### config.mk
export PLATFORM = sky130hd
export DESIGN_NAME = lsu_bus
export DESIGN_NICKNAME = d
export VERILOG_FILES = /design/src/rtl/lsu_bus.sv
export SDC_FILE = /design/constraint.sdc
export NUM_CORES = 1
export LEC_CHECK = 0
export ABC_CLOCK_PERIOD_IN_PS = 5450
export CAP_MARGIN = 30
export CORE_AREA = 5 5 89 152
export DETAILED_ROUTE_END_ITERATION = 6
export DIE_AREA = 0 0 94 157
export GPL_ROUTABILITY_DRIVEN = 0
export PLACE_DENSITY = 0.84
export REMOVE_ABC_BUFFERS = 1
export SLEW_MARGIN = 30
export SYNTH_ARGS = -nofsm -noshare
export SYNTH_HDL_FRONTEND = slang
export SYNTH_SLANG_ARGS = --single-unit
export TNS_END_PERCENT = 5
### constraint.sdc
create_clock -name clk -period 5.45 [get_ports clk]
set_input_delay 1.09 -clock clk [delete_from_list [all_inputs] [get_ports clk]]
set_output_delay 1.09 -clock clk [all_outputs]
set_load 0.05 [all_outputs]
### src/rtl/lsu_bus.sv
// lsu_bus: load/store responder between the single-cycle core and a
// byte-lane request/acknowledge data bus. A legal, aligned access stalls the
// core while the bus transaction runs. Loads return an aligned,
// sign- or zero-extended word. Misaligned accesses, illegal widths and bus
// timeouts raise a one-cycle mem_err pulse.
module lsu_bus #(
    parameter int TIMEOUT = 256   // BUSY cycles to wait for bus_ack; 0 waits forever
) (
    input  logic        clk,
    input  logic        rst,
    input  logic        memRead,
    input  logic        memWrite,
    input  logic [2:0]  memSignWidth,
    input  logic [31:0] addr,
    input  logic [31:0] wdata,
    output logic [31:0] rdata,
    output logic        stall,
    output logic        mem_err,
    output logic        bus_req,
    output logic        bus_we,
    output logic [31:0] bus_addr,
    output logic [3:0]  bus_be,
    output logic [31:0] bus_wdata,
    input  logic [31:0] bus_rdata,
    input  logic        bus_ack
);

    typedef enum logic [1:0] {
        IDLE = 2'd0,
        BUSY = 2'd1,
        DONE = 2'd2
    } state_t;

    // The counter only has to reach TIMEOUT-1.
    localparam int               CNT_W    = (TIMEOUT > 1) ? $clog2(TIMEOUT) : 1;
    localparam bit               TO_EN    = (TIMEOUT != 0);
    localparam logic [CNT_W-1:0] CNT_LAST = CNT_W'(TIMEOUT - 1);

    // func3 codes
    localparam logic [2:0] F3_B  = 3'b000;
    localparam logic [2:0] F3_H  = 3'b001;
    localparam logic [2:0] F3_W  = 3'b010;
    localparam logic [2:0] F3_BU = 3'b100;
    localparam logic [2:0] F3_HU = 3'b101;

    state_t           state;
    logic [CNT_W-1:0] cnt;

    // Access attributes captured at request time and used when ack returns.
    logic             ld_q;
    logic [2:0]       f3_q;
    logic [1:0]       lane_q;

    logic             req;
    logic             is_store;
    logic             legal;
    logic             aligned;
    logic             accept;
    logic [3:0]       st_be;
    logic [31:0]      st_wdata;
    logic [31:0]      shifted;
    logic [31:0]      ld_fmt;

    // Decode the core's request: legality, alignment and store lane placement.
    // NOTE: every signal assigned in always_comb gets a default at the top;
    // a path that leaves one unassigned would infer a latch.
    always_comb begin
        req      = memRead | memWrite;
        is_store = memWrite;          // both high counts as a store
        legal    = 1'b0;
        aligned  = 1'b1;
        st_be    = 4'b1111;
        st_wdata = wdata;

        case (memSignWidth)
            F3_B, F3_H, F3_W: legal = 1'b1;
            F3_BU, F3_HU:     legal = ~is_store;
            default:          legal = 1'b0;
        endcase

        case (memSignWidth[1:0])
            2'b01:   aligned = ~addr[0];
            2'b10:   aligned = (addr[1:0] == 2'b00);
            default: aligned = 1'b1;
        endcase

        case (memSignWidth[1:0])
            2'b00: begin
                st_be    = 4'b0001 << addr[1:0];
                st_wdata = {4{wdata[7:0]}};
            end
            2'b01: begin
                st_be    = addr[1] ? 4'b1100 : 4'b0011;
                st_wdata = {2{wdata[15:0]}};
            end
            default: begin
                st_be    = 4'b1111;
                st_wdata = wdata;
            end
        endcase

        accept = req & legal & aligned;
    end

    // Shift the addressed byte/half down to lane 0 and extend it for writeback.
    always_comb begin
        shifted = bus_rdata >> {lane_q, 3'b000};
        ld_fmt  = shifted;
        case (f3_q)
            F3_B:    ld_fmt = {{24{shifted[7]}}, shifted[7:0]};
            F3_H:    ld_fmt = {{16{shifted[15]}}, shifted[15:0]};
            F3_BU:   ld_fmt = {24'h0, shifted[7:0]};
            F3_HU:   ld_fmt = {16'h0, shifted[15:0]};
            default: ld_fmt = bus_rdata;
        endcase
    end

    // Hold the core from the accepting cycle through the last BUSY cycle.
    // stall stays low in DONE so the core can retire the instruction.
    always_comb begin
        stall = ((state == IDLE) & accept) | (state == BUSY);
    end

    // Transaction FSM with registered bus outputs, load result and error pulse.
    // NOTE: state registers use non-blocking assignments so every flop samples
    // pre-edge values, independent of statement order.
    always_ff @(posedge clk) begin
        if (rst) begin
            state     <= IDLE;
            cnt       <= '0;
            ld_q      <= 1'b0;
            f3_q      <= 3'b000;
            lane_q    <= 2'b00;
            rdata     <= 32'h0;
            mem_err   <= 1'b0;
            bus_req   <= 1'b0;
            bus_we    <= 1'b0;
            bus_addr  <= 32'h0;
            bus_be    <= 4'b0000;
            bus_wdata <= 32'h0;
        end else begin
            mem_err <= 1'b0;
            case (state)
                IDLE: begin
                    if (req) begin
                        if (!accept) begin
                            // Rejected: flag it, touch neither the bus nor rdata.
                            mem_err <= 1'b1;
                        end else begin
                            bus_req   <= 1'b1;
                            bus_we    <= is_store;
                            bus_addr  <= {addr[31:2], 2'b00};
                            bus_be    <= is_store ? st_be : 4'b1111;
                            bus_wdata <= is_store ? st_wdata : 32'h0;
                            ld_q      <= ~is_store;
                            f3_q      <= memSignWidth;
                            lane_q    <= addr[1:0];
                            cnt       <= '0;
                            state     <= BUSY;
                        end
                    end
                end

                BUSY: begin
                    if (bus_ack) begin
                        bus_req <= 1'b0;
                        if (ld_q) begin
                            rdata <= ld_fmt;
                        end
                        state <= DONE;
                    end else if (TO_EN && (cnt == CNT_LAST)) begin
                        // Bus never answered: abort, keep the old rdata.
                        bus_req <= 1'b0;
                        mem_err <= 1'b1;
                        state   <= DONE;
                    end else begin
                        cnt <= cnt + 1'b1;
                    end
                end

                DONE: begin
                    // The request still visible this cycle is the one just
                    // retired, so it is not sampled again.
                    state <= IDLE;
                end

                default: begin
                    state <= IDLE;
                end
            endcase
        end
    end

endmodule

==> reports/metrics.cfg, run 1 <==
[outcome]
status=completed

[clocking]
htreeDepth=4
cts_root_buffer=clkbuf_16
cts_setup_buffers=0
cts_resized=0
cts_sinks=117
cts_buffers=17
clk_pin_slew_ns=0.06
insertion_delay_ns=0.41
clockBufferDepth=2
holdBufCountCts=0
cts_tree=yes

[die]
die_w_um=94
die_area_um2=14800
die_y_um=157
rows=53
start_util=0.468
io_pins=208
coreArea_um2=12100

[global_route]
grt_pass1_vias=6281
gr-total-overflow=0
grt_pass1_wl_um=31200
antenna_found_initial=0
grt_max_degree=108
grt_usage=0.265

[sta]
finalHoldViolCount=0
fin_ws_ns=1.36
worst_pin_slew_ns=0.883
setup_violations=0
rsz0062_at_grt=no
fin_worst_skew_ns=0.00664
period_share=0.751
min_period_ns=4.09
slew_headroom=0.411
slew_viol_final=0
fmax_ghz=0.244
setup-tns-final_ns=0

[setup_path]
critPathRequiredTime_ns=4.36
crit_slowest_cell=clkdlybuf4s50_1
worstRegToRegCells=4
max_stage_delay_ns=0.60
start_kind=primary input
timing.rr.start=lane_q[0]$_SDFFE_PP0P_
worstSetupPathType=primary input to output pin
r2r_end=rdata[22]$_SDFFE_PP0P_
r2r_setup_slack_ns=2.69
worst_path_most_repeated_cell=nand2_1
path_max_fanout=12
crit_arrival_ns=3.00
worstPathCellList=clkdlybuf4s50_1 -> inv_1 -> ha_1 -> nand2b_1 -> nand3_2 -> nand2_1 -> nand2_1 -> buf_12
end_kind=output pin

[layout]
drive_gt1_frac=0.0853
syn_to_final_growth_pct=48.8
fillers=976
nets=939
regArea_um2=2340
multi_input_area_um2=3010
n_antenna_cell=0
fin_cells=1009

[min_path]
min_to=rdata[2]$_SDFFE_PP0P_
whs_path_depth=2
worstHoldStart=rdata[2]$_SDFFE_PP0P_
worstHoldPathType=flop to flop

[power]
clockPowerShare=0.481
power.density_nw_per_um2=321
internal_power_mw=1.96
ir_worst_vdd_mv=0.276
p_leak_nw=2.90
combPwrFrac=0.183
sw_frac_of_total=0.273
switchingPower_uw=737
seq_power_share=0.336

[logic_synthesis]
synth_edf_count=0
yosysWarnings=0
synthDistinctLibCells=54
syn_area_per_cell_um2=8.45
synth_top_area_frac=0.414
seq_area_frac_synth=0.414
synthTopCellsByArea=dfxtp_1 41%, a21oi_1 9.6%, o21ai_0 7.2%
synthFlopType=dfxtp_1
synth_seq_cells=117
netlist_area_um2=5650
syn_inst=669
async_flop_share=0
synth_top_area_cell=dfxtp_1

[place]
place_inst=977
place_ws_ns=1.31
port_buffers=205
dp_hpwl_um=13400

[detailed_routing]
drc_errors=0
routed_wl_um=20100
drt_iter0_drc=472
drt_first_pass_iters=5
antenna_left=0
routed_via_density=6.16
num_vias=6212
wl_per_cell_um=19.9

[run]
drv_cap=0

==> Yosys cell counts (10+ instances only) <==
| library cell | count |
|---|---|
| a211oi_2 | 10 |
| o21ai_0 | 81 |
| o2111ai_1 | 20 |
| clkbuf_1 | 63 |
| nor2_1 | 32 |
| mux2i_1 | 19 |
| nand2_1 | 22 |
| a21oi_1 | 108 |
| dfxtp_1 | 117 |
| nand4_1 | 17 |
| nand3_1 | 43 |
==> power groups by stage <==
stage	Sequential [mW]	Clock, mW	Combinational, mW
CTS	0.909	1.31	0.491
global placement	0.925	0	0.475
floorplan	1.03	0	0.156
global route	0.912	1.36	0.521
detailed placement	0.927	0	0.487
finish	0.909	1.30	0.494
==> per-stage QoR <==
step / total power, mW / util / hold slack (ns) / instance area (um2)
global placement: 1.40 / 0.639 / 0.437 / 7710
floorplan: 1.18 / - / 0.457 / 5340
finish: 2.70 / 0.697 / 0.449 / 8410
CTS: 2.71 / 0.697 / 0.450 / 8410
detailed placement: 1.41 / 0.640 / 0.443 / 7720
global route: 2.79 / 0.697 / 0.476 / 8410
==> registers in the layout (all words and copies together) (netlist names) <==
name	count
f3_q	3
bus_we	1
bus_wdata	32
mem_err	1
cnt	8
bus_addr	30
rdata	32
lane_q	2
ld_q	1
bus_be	4
state	2
bus_req	1
==> how the worst max path moves through the flow <==
stage | from | slack (ns) | end
detailed placement | memSignWidth[1] | 1.31 | cnt[4]$_SDFFE_PP0P_
global placement | memSignWidth[1] | 1.45 | stall
floorplan | memSignWidth[0] | 0.70 | stall
finish | memSignWidth[1] | 1.36 | stall
global route | memSignWidth[1] | 1.18 | stall
CTS | memSignWidth[1] | 1.36 | stall
==> cell families (layout without fill, tap and decap cells) <==
kind of cell	Yosys count	after routing	synth area share
compound gates	291	291	0.329
simple gates	149	149	0.135
flops	117	117	0.414
buf+inv	79	253	0.0593
mux	28	28	0.0536
fa+ha+maj	4	4	0.00885
other cells	1	2	0.000663
==> area by class of cell <==
cell class	count	share of cell area
multi-input cells	474	0.357
flip-flops and latches	117	0.278
repair buffers	216	0.256
clock buffers	20	0.0555
clock inverters	12	0.0265
well taps	165	0.0245
inverters	5	0.00223
==> cells in the final DEF, fill, tap and decap left out, drive strengths merged, types with 8 or more instances in the layout <==
cell type / count
mux2: 8
a211oi: 19
nand4: 17
o2111ai: 20
a21oi: 108
nand2b: 9
dfxtp: 117
mux2i: 19
clkbuf: 20
buf: 13
nand3: 43
clkdlybuf4s50: 203
a21boi: 8
nand2: 22
a22oi: 8
o221ai: 8
o21ai: 81
nor2: 32
==> critical path, delay by kind of cell <==
family        cells  cell delay [ns]
buf+inv           3             0.90
simple gates      4             0.53
fa+ha+maj         1             0.47
==> routing by layer <==
| layer | GRT usage | routed length, um | vias up | share of wire |
|---|---|---|---|---|
| met5 | 0 | 0 | - | 0 |
| met4 | 0.130 | 720 | 0 | 0.036 |
| met3 | 0.0784 | 1690 | 58 | 0.084 |
| met2 | 0.475 | 10400 | 340 | 0.52 |
| met1 | 0.279 | 7270 | 2961 | 0.36 |
| li1 | - | - | 2853 | - |
Power figures use the tool's default switching activity.
==> run 2: changes to the inputs <==
--- a/config.mk
+++ b/config.mk
@@ -5,13 +5,13 @@
 export SDC_FILE = /design/constraint.sdc
 export NUM_CORES = 1
 export LEC_CHECK = 0
-export ABC_CLOCK_PERIOD_IN_PS = 5450
+export ABC_CLOCK_PERIOD_IN_PS = 3700
 export CAP_MARGIN = 30
-export CORE_AREA = 5 5 89 152
+export CORE_AREA = 5 5 95 164
 export DETAILED_ROUTE_END_ITERATION = 6
-export DIE_AREA = 0 0 94 157
+export DIE_AREA = 0 0 100 169
 export GPL_ROUTABILITY_DRIVEN = 0
-export PLACE_DENSITY = 0.84
+export PLACE_DENSITY = 0.77
 export REMOVE_ABC_BUFFERS = 1
 export SLEW_MARGIN = 30
 export SYNTH_ARGS = -nofsm -noshare
==> constraint.sdc (replaced) <==
create_clock -name clk -period 3.7 [get_ports clk]
set_input_delay 0.74 -clock clk [delete_from_list [all_inputs] [get_ports clk]]
set_output_delay 0.74 -clock clk [all_outputs]
set_load 0.05 [all_outputs]
==> run 2 against run 1 <==
Effect of this change:
- clock power is 37% higher
- clock-buffer cell count decreased by 2
- register-to-register slack worse by 1.7 ns
- core utilization down 10 points
- final area shrank 0.19%
- die area is 15% higher
- sequential power grew 47%
- setup slack got worse by 0.96 ns
- via count fell by 4.7%
- critical endpoint unchanged
- largest power group unchanged
- highest routed layer unchanged
==> reports/metrics.cfg, run 2 (synthesis results as in run 1) <==
[detailed_routing]
routed_wl_um=19000
antenna_left=0
num_vias=5917
drc_errors=0
drt_iter0_drc=253
wl_per_cell_um=18.5
drt_first_pass_iters=5
routed_via_density=5.76

[power]
p_leak_nw=2.88
ir_worst_vdd_mv=0.323
power.density_nw_per_um2=457

[clocking]
clockBufferDepth=2
insertion_delay_ns=0.41
cts_setup_buffers=0
cts_tree=yes
holdBufCountCts=0
cts_buffers=17
clk_pin_slew_ns=0.06
cts_resized=0
htreeDepth=4
cts_root_buffer=clkbuf_16
cts_sinks=117

[setup_path]
worstSetupPathType=primary input to output pin
max_stage_delay_ns=0.71
worstPathCellList=clkdlybuf4s50_1 -> ha_1 -> or3b_1 -> nand3_2 -> nand2_1 -> nand2_1 -> buf_12
worst_path_most_repeated_cell=nand2_1
end_kind=output pin
critPathRequiredTime_ns=2.96
crit_slowest_cell=clkdlybuf4s50_1
start_kind=primary input
critPathBufInv=2
path_max_fanout=9
crit_arrival_ns=2.56
path_delay_family=buffers and inverters

[global_route]
grt_max_degree=75
grt_pass1_wl_um=29800
gr-total-overflow=0
grt_pass1_vias=5889
grt_usage=0.219
antenna_found_initial=0

[layout]
largest_registers=bus_wdata (32), rdata (32), bus_addr (30)
n_antenna_cell=0
drive_gt1_frac=0.0885
syn_to_final_growth_pct=48.5
layout_commonest_cell=clkdlybuf4s50_1
layout_common_cells=203 x clkdlybuf4s50_1, 117 x dfxtp_1, 108 x a21oi_1
fillers=1257
nets=942

[die]
rows=58
die_y_um=169
coreArea_um2=14200
die_w_um=100
start_util=0.400
io_pins=208
die_area_um2=16900

[sta]
rsz0062_at_grt=no
fin_worst_skew_ns=0.00752
period_share=0.892
slew_headroom=0.422
setup-tns-final_ns=0
worst_pin_slew_ns=0.868
finalHoldViolCount=0
hold_ws_ns=0.448
slew_viol_final=0
fmax_ghz=0.303
setup_violations=0
min_period_ns=3.30

[min_path]
worstHoldPathType=flop to flop

[outcome]
status=completed

[place]
dp_hpwl_um=12800
port_buffers=205

[run]
drv_cap=0

## run 2: cell types whose count changed in the layout (fill, tap and decap cells not counted), sizes merged
cell / change
buf: +3
bufinv: -2
clkbuf: -2
inv: +2
clkinv: +1
clkinvlp: +1
## run 2: worst register-to-register path, cell delays in order (launching register included)
cell and delay [ns]:
dfxtp_1 0.80, mux2i_1 0.25, mux4_2 0.52, or3_1 0.70, a211oi_1 0.33
## run 2: stage by stage
step	power, mW	setup WS, ns	utilization	cells	cell area, um2
2_1_floorplan	1.74	-0.355	-	596	5340
3_3_place_gp	2.08	0.364	0.548	995	7760
3_5_place_dp	2.09	0.290	0.548	995	7760
4_1_cts	3.87	0.395	0.593	1027	8400
5_1_grt	3.98	0.260	0.593	1027	8400
6_report	3.84	0.401	0.593	1027	8400
## run 2: final cells by class
class / count / area, um2 / area share
Multi-Input combinational cell: 474 / 3010 / 0.358
Clock inverter: 14 / 200 / 0.0238
Inverter: 5 / 18.8 / 0.00224
Timing Repair Buffer: 219 / 2160 / 0.258
Tap cell: 180 / 225 / 0.0268
Sequential cell: 117 / 2340 / 0.279
Clock buffer: 18 / 439 / 0.0523
## run 2: where the power goes
group | total (mW) | switching [mW] | internal (mW)
registers | 1.34 | 0.0288 | 1.31
clock network | 1.78 | 0.626 | 1.15
logic | 0.726 | 0.454 | 0.272
## run 2: final timing paths
path / start / end / slack (ns) / cells after the start
hold / removal: rdata[0]$_SDFFE_PP0P_ / rdata[0]$_SDFFE_PP0P_ / 0.45 / 2
hold reg to reg: rdata[0]$_SDFFE_PP0P_ / rdata[0]$_SDFFE_PP0P_ / 0.45 / 2
setup reg to reg: lane_q[0]$_SDFFE_PP0P_ / rdata[19]$_SDFFE_PP0P_ / 1.01 / 4
setup / recovery: memSignWidth[1] / stall / 0.40 / 7
## run 2: layer usage
| metal | track usage | vias to the layer above | wire length [um] |
|---|---|---|---|
| li1 | - | 2854 | - |
| met1 | 0.243 | 2788 | 7190 |
| met2 | 0.383 | 235 | 9790 |
| met3 | 0.0548 | 40 | 1340 |
| met4 | 0.111 | 0 | 683 |
| met5 | 0 | - | 0 |
